==> src/rtl/jmp_ctrl_bp.sv <==
// Execute-stage branch/JALR resolution with registered PC redirect,
// a bimodal 2-bit counter table read by fetch, and saturating statistics.
module jmp_ctrl_bp #(
   parameter int         XLEN        = 32,
   parameter int         BHT_ENTRIES = 64,
   parameter logic [1:0] CTR_INIT    = 2'b01
) (
   input  logic            clk,
   input  logic            reset,
   input  logic            ena,
   input  logic            res_valid,
   input  logic            res_is_branch,
   input  logic            res_is_jalr,
   input  logic [2:0]      res_funct3,
   input  logic [XLEN-1:0] res_pc,
   input  logic [XLEN-1:0] res_imm,
   input  logic [XLEN-1:0] res_rs1,
   input  logic            alu_z,
   input  logic            alu_n,
   input  logic            res_pred_taken,
   input  logic [XLEN-1:0] lookup_pc,
   output logic            lookup_taken,
   output logic            redirect_valid,
   output logic [XLEN-1:0] redirect_pc,
   input  logic            stat_clr,
   output logic [31:0]     branch_cnt,
   output logic [31:0]     mispred_cnt
);

   localparam int IDX_W = $clog2(BHT_ENTRIES);

   logic [1:0]      bht_r [BHT_ENTRIES];
   logic            redirect_valid_r;
   logic [XLEN-1:0] redirect_pc_r;
   logic [31:0]     branch_cnt_r;
   logic [31:0]     mispred_cnt_r;

   logic            cond_taken_s;
   logic            cond_legal_s;
   logic            jalr_ev_s;
   logic            br_ev_s;
   logic            redir_s;
   logic [XLEN-1:0] target_s;
   logic [IDX_W-1:0] upd_idx_s;
   logic [IDX_W-1:0] lookup_idx_s;
   logic            unused_s;

   assign upd_idx_s    = res_pc[IDX_W+1:2];
   assign lookup_idx_s = lookup_pc[IDX_W+1:2];
   assign unused_s     = ^{lookup_pc[1:0], lookup_pc[XLEN-1:IDX_W+2]};

   // Branch condition decode; 010/011 are not branches.
   always_comb begin
      cond_taken_s = 1'b0;
      cond_legal_s = 1'b1;
      case (res_funct3)
         3'b000:          cond_taken_s = alu_z;
         3'b001:          cond_taken_s = !alu_z;
         3'b100, 3'b110:  cond_taken_s = alu_n;
         3'b101, 3'b111:  cond_taken_s = !alu_n;
         default: begin
            cond_taken_s = 1'b0;
            cond_legal_s = 1'b0;
         end
      endcase
   end

   // Resolve event classification and redirect target select.
   always_comb begin
      jalr_ev_s = res_valid && ena && res_is_jalr;
      br_ev_s   = res_valid && ena && !res_is_jalr && res_is_branch && cond_legal_s;
      redir_s   = jalr_ev_s || (br_ev_s && (cond_taken_s != res_pred_taken));
      if (res_is_jalr) begin
         target_s = (res_rs1 + res_imm) & {{(XLEN-1){1'b1}}, 1'b0};
      end else if (cond_taken_s) begin
         target_s = res_pc + res_imm;
      end else begin
         target_s = res_pc + XLEN'(4);
      end
   end

   // Redirect register: valid pulses per event, target holds between redirects.
   always_ff @(posedge clk or posedge reset) begin
      if (reset) begin
         redirect_valid_r <= 1'b0;
         redirect_pc_r    <= '0;
      end else begin
         redirect_valid_r <= redir_s;
         if (redir_s) begin
            redirect_pc_r <= target_s;
         end
      end
   end

   // Saturating statistics; clear wins over a same-cycle increment.
   always_ff @(posedge clk or posedge reset) begin
      if (reset) begin
         branch_cnt_r  <= 32'd0;
         mispred_cnt_r <= 32'd0;
      end else if (stat_clr) begin
         branch_cnt_r  <= 32'd0;
         mispred_cnt_r <= 32'd0;
      end else begin
         if (br_ev_s && (branch_cnt_r != 32'hFFFF_FFFF)) begin
            branch_cnt_r <= branch_cnt_r + 32'd1;
         end
         if (redir_s && (mispred_cnt_r != 32'hFFFF_FFFF)) begin
            mispred_cnt_r <= mispred_cnt_r + 32'd1;
         end
      end
   end

   // Bimodal counter training on legal conditional branches only.
   always_ff @(posedge clk or posedge reset) begin
      if (reset) begin
         for (int i = 0; i < BHT_ENTRIES; i++) begin
            bht_r[i] <= CTR_INIT;
         end
      end else if (br_ev_s) begin
         if (cond_taken_s) begin
            if (bht_r[upd_idx_s] != 2'd3) begin
               bht_r[upd_idx_s] <= bht_r[upd_idx_s] + 2'd1;
            end
         end else if (bht_r[upd_idx_s] != 2'd0) begin
            bht_r[upd_idx_s] <= bht_r[upd_idx_s] - 2'd1;
         end
      end
   end

   assign lookup_taken   = bht_r[lookup_idx_s][1];
   assign redirect_valid = redirect_valid_r;
   assign redirect_pc    = redirect_pc_r;
   assign branch_cnt     = branch_cnt_r;
   assign mispred_cnt    = mispred_cnt_r;

endmodule

==> config.mk <==
export PLATFORM = sky130hd
export DESIGN_NAME = jmp_ctrl_bp
export DESIGN_NICKNAME = d
export VERILOG_FILES = /design/src/rtl/jmp_ctrl_bp.sv
export SDC_FILE = /design/constraint.sdc
export NUM_CORES = 1
export LEC_CHECK = 0
export BUFFER_PORTS_ARGS = -buffer_cell sky130_fd_sc_hd__buf_2
export CAP_MARGIN = 15
export CORE_MARGIN = 4
export CORE_UTILIZATION = 53
export DETAILED_ROUTE_END_ITERATION = 16
export PLACE_DENSITY = 0.85
export SLEW_MARGIN = 30
export SYNTH_ARGS = -nofsm -noshare
export SYNTH_HDL_FRONTEND = slang
export SYNTH_SLANG_ARGS = --single-unit
export TNS_END_PERCENT = 30
==> constraint.sdc <==
create_clock -name clk -period 6.6 [get_ports clk]
set_clock_uncertainty 0.1 [all_clocks]
set_input_delay 0.66 -clock clk [delete_from_list [all_inputs] [get_ports clk]]
set_output_delay 0.66 -clock clk [all_outputs]
set_load 0.01 [all_outputs]
==> results.tsv <==
stage	metric	value	unit
yosys	synth_largest_type_area_fraction	26.66	%
placement	post_dp_cell_area	0.01657	mm^2
global_route	initial_antenna_violation_count	2	
route	routed_via_density	6.335	
clock_network	clock_tree_from_tritoncts	yes	
global_route	overflow	0	
timing	total_neg_setup_slack	0	ns
floorplanning	core_region_area	0.02793	mm^2
route	drt_first_pass_iters	6	
route	total_routed_wirelength	45600	um
clock_network	cts.repair.resized	0	
yosys	synth_edf_count	0	
yosys	post_synth_num_cell_types	80	
critical_path	critical_path.cell_chain	buf_2, nand3b_1, o22ai_1, o41ai_1, nand4_1, or2_2, ha_1, nand2_1, nand3_1, nor2_1, nand2_1, mux2_2	
clock_network	ctsHtreeMaxLevel	1	
final_layout	areaGrowthSynthToFinish	15.03	%
critical_path	critical_path_buf_inv_count	1	
final_layout	leading_cell_types_in_the_layout_fill_and_taps_excluded	sky130_fd_sc_hd__buf_2, sky130_fd_sc_hd__nand2_1, sky130_fd_sc_hd__dfrtp_1	
clock_network	cts_hold_buf	0	
placement	pre_cts_slack	1.528	ns
floorplanning	die_area	0.03128	mm^2
clock_network	clk_root_buffer_cell	sky130_fd_sc_hd__clkbuf_16	
power	power.static_leakage	7.773	nW
yosys	synth_area_leaders	sky130_fd_sc_hd__dfrtp_1, sky130_fd_sc_hd__dfstp_2, sky130_fd_sc_hd__mux2_2, sky130_fd_sc_hd__ha_1, sky130_fd_sc_hd__nand2_1	
timing	hold_violation_total_from_the_final_report	0	
yosys	ys_seq_elements	225	
clock_network	tritoncts_buffers	25	
yosys	synthDominantAreaCellType	sky130_fd_sc_hd__dfrtp_1	
clock_network	cts.reportedPaths.clkPinSlew	0.06	ns
yosys	synth-async-reset-ratio	100.0	%
route	route.detailed.wl_per_inst	20.91	um
route	drtIter0Drc	1212	
timing	drv_slew	0	
yosys	synth_area	0.01511	mm^2
global_route	grt_start_max_net_pins	130	
power	total_power	3.688	mW
floorplanning	die_y	176.9	um
critical_path	worst_ep_arrival_time	4.98	ns
clock_network	post_cts_buffers	0	
route	number_of_remaining_drc_errors	0	
yosys	postSynthNetCount	1803	
critical_path	cp_slowest_cell	sky130_fd_sc_hd__nor2_1	
floorplanning	placement_rows	61	
yosys	synth.avg_cell_area	9.481	um^2
final_layout	final_common_cell	sky130_fd_sc_hd__buf_2	
floorplanning	fp.dieW	176.9	um
critical_path	crit_family	simple AND/OR/NAND/NOR gates	
clock_network	clock_latency	0.54	ns
power	worst_ir_drop_vdd	144.7	uV
yosys	post_synth_inst_count	1594	
placement	dp.cells	2133	
timing	postLayoutSetupSlackWorst	1.940	ns
run	drv.max_cap_violation_count	0	
timing	period_share	70.61	%
critical_path	type_of_the_setup_path_with_the_least_slack	in -> reg	
global_route	vias_in_the_first_global_route	13450	
floorplanning	pin_count	239	
timing	max-slew-margin-rel	33.77	%
final_layout	seq_area	0.005710	mm^2
timing	report.final.setup_viol	0	
placement	dp_hpwl	32770	um
critical_path	worst_ep_required_time	6.92	ns
placement	port_buffers	212	
final_layout	finalNetCount	1991	
route	vias	13820	
global_route	grt_first_pass_wirelength	71190	um
floorplanning	start_util	54.10	%
final_layout	multiInputGateArea	0.009052	mm^2
timing	tightestPinTransition	0.9897	ns
critical_path	setup.worst_path.end_class	flop	
final_layout	final-instance-count-excl-fill	2181	
outcome	outcome	complete, no violations	
final_layout	drive_gt1_share	28.56	%
critical_path	crit_path_max_fanout	19	
clock_network	cts.sinks	225	
timing	timing.final.crit_period	4.660	ns
yosys	yosys_warnings	0	
placement	globalplace.congestion	0.9385	
timing	setup_repair_after_global_routing_missed_its_margin	no	
final_layout	post-route-cell-area	0.01738	mm^2
critical_path	critical-path-max-stage-delay	0.87	ns
route	postRouteAntennaNets	0	
yosys	flip_flop_cell_with_the_highest_count_after_synthesis	sky130_fd_sc_hd__dfrtp_1	
global_route	grt.total_usage	28.02	%
timing	fmax	0.2146	GHz
critical_path	path_common_cell	sky130_fd_sc_hd__nand2_1	
critical_path	critPathLaunchType	input pin	
yosys	sequential_cell_area_fraction_in_the_yosys_report	37.78	%
clock_network	clk_path_buf_depth	3	
worst_hold_path	hold_class	in -> async	
power	power.density	212.2	mW/mm^2
final_layout	n_fill_cell	2263	
cell usage after synthesis (4+ instances only):
| cell | count |
|---|---|
| sky130_fd_sc_hd__nand2_1 | 172 |
| sky130_fd_sc_hd__dfrtp_1 | 161 |
| sky130_fd_sc_hd__nor2_1 | 153 |
| sky130_fd_sc_hd__mux2_2 | 121 |
| sky130_fd_sc_hd__a21oi_1 | 109 |
| sky130_fd_sc_hd__ha_1 | 66 |
| sky130_fd_sc_hd__xor2_1 | 65 |
| sky130_fd_sc_hd__dfstp_2 | 64 |
| sky130_fd_sc_hd__xnor2_1 | 58 |
| sky130_fd_sc_hd__clkbuf_1 | 54 |
| sky130_fd_sc_hd__o21ai_0 | 53 |
| sky130_fd_sc_hd__nand3_1 | 49 |
| sky130_fd_sc_hd__nand4_1 | 35 |
| sky130_fd_sc_hd__o22ai_1 | 34 |
| sky130_fd_sc_hd__inv_1 | 29 |
| sky130_fd_sc_hd__a22oi_1 | 28 |
| sky130_fd_sc_hd__a211oi_1 | 25 |
| sky130_fd_sc_hd__a21o_1 | 24 |
| sky130_fd_sc_hd__and3_1 | 24 |
| sky130_fd_sc_hd__or3_1 | 24 |
| sky130_fd_sc_hd__nor3_1 | 22 |
| sky130_fd_sc_hd__mux4_2 | 21 |
| sky130_fd_sc_hd__a31oi_1 | 14 |
| sky130_fd_sc_hd__buf_2 | 14 |
| sky130_fd_sc_hd__and2_1 | 9 |
| sky130_fd_sc_hd__and4_1 | 9 |
| sky130_fd_sc_hd__mux2i_1 | 9 |
| sky130_fd_sc_hd__o21bai_1 | 9 |
| sky130_fd_sc_hd__o41ai_1 | 9 |
| sky130_fd_sc_hd__o21ai_1 | 8 |
| sky130_fd_sc_hd__nand3b_1 | 7 |
| sky130_fd_sc_hd__nor2b_1 | 7 |
| sky130_fd_sc_hd__nor3b_1 | 7 |
| sky130_fd_sc_hd__o31ai_1 | 7 |
| sky130_fd_sc_hd__or2_2 | 7 |
| sky130_fd_sc_hd__a21oi_2 | 6 |
| sky130_fd_sc_hd__a22o_1 | 6 |
| sky130_fd_sc_hd__and3b_1 | 5 |
| sky130_fd_sc_hd__a211o_1 | 4 |
| sky130_fd_sc_hd__a221oi_1 | 4 |
cell type report:
class | instances | area share, %
multi-input combinational | 1268 | 52.07
clock buffer | 36 | 4.066
clock inverter | 9 | 0.4894
tap | 378 | 2.721
timing repair buffer | 232 | 7.089
sequential | 225 | 32.85
inverter | 30 | 0.6694
antenna | 3 | 0.04318
cell families (layout without fill, tap and decap cells):
logic type / after synthesis / in the layout / synth area share [%]
multiplexers: 151 / 151 / 12.74
other: 0 / 3 / 0
XOR/XNOR: 124 / 124 / 7.236
AND/OR/NAND/NOR: 547 / 547 / 17.30
buffers and inverters: 101 / 307 / 2.674
adder cells (fa/ha/maj): 68 / 68 / 5.729
flip-flops: 225 / 225 / 37.78
AO/OA/AOI/OAI: 378 / 378 / 16.53
path summary, 6_finish.rpt:
| check | start | endpoint | slack, ns | cells past startpoint |
|---|---|---|---|---|
| max in group asynchronous | reset | mispred_cnt[19] | 5.23 | 3 |
| min | reset | redirect_pc[10] | 0.08 | 2 |
| min in group clk | redirect_pc[1] | redirect_pc[1] | 0.38 | 2 |
| min reg2reg | redirect_pc[1] | redirect_pc[1] | 0.38 | 2 |
| max | res_pc[2] | bht_r[99] | 1.94 | 12 |
| max reg2reg | flop | bht_r[99] | 2.46 | 10 |
routing by layer:
metal,global-route usage (%),wire length (um),vias up
met4,10.96,1902,2
li1,-,-,6248
met5,0,13,-
met1,36.22,17720,6707
met2,47.29,21920,708
met3,4.678,4053,151
where the power goes:
group,switching [mW],total (mW),leakage (nW),internal (mW)
Clock,0.576,1.36,0.380,0.785
Sequential,0.0492,1.50,2.83,1.46
Combinational,0.509,0.823,4.56,0.314
through the flow:
| step | hold WS, ns | util (%) |
|---|---|---|
| floorplan | 0.3581 | - |
| global placement | 0.3644 | 59.32 |
| detailed placement | 0.3722 | 59.33 |
| CTS | 0.07055 | 62.16 |
| global route | 0.1095 | 62.21 |
| finish | 0.08061 | 62.23 |
No activity file was read; power rests on OpenSTA's default activity.
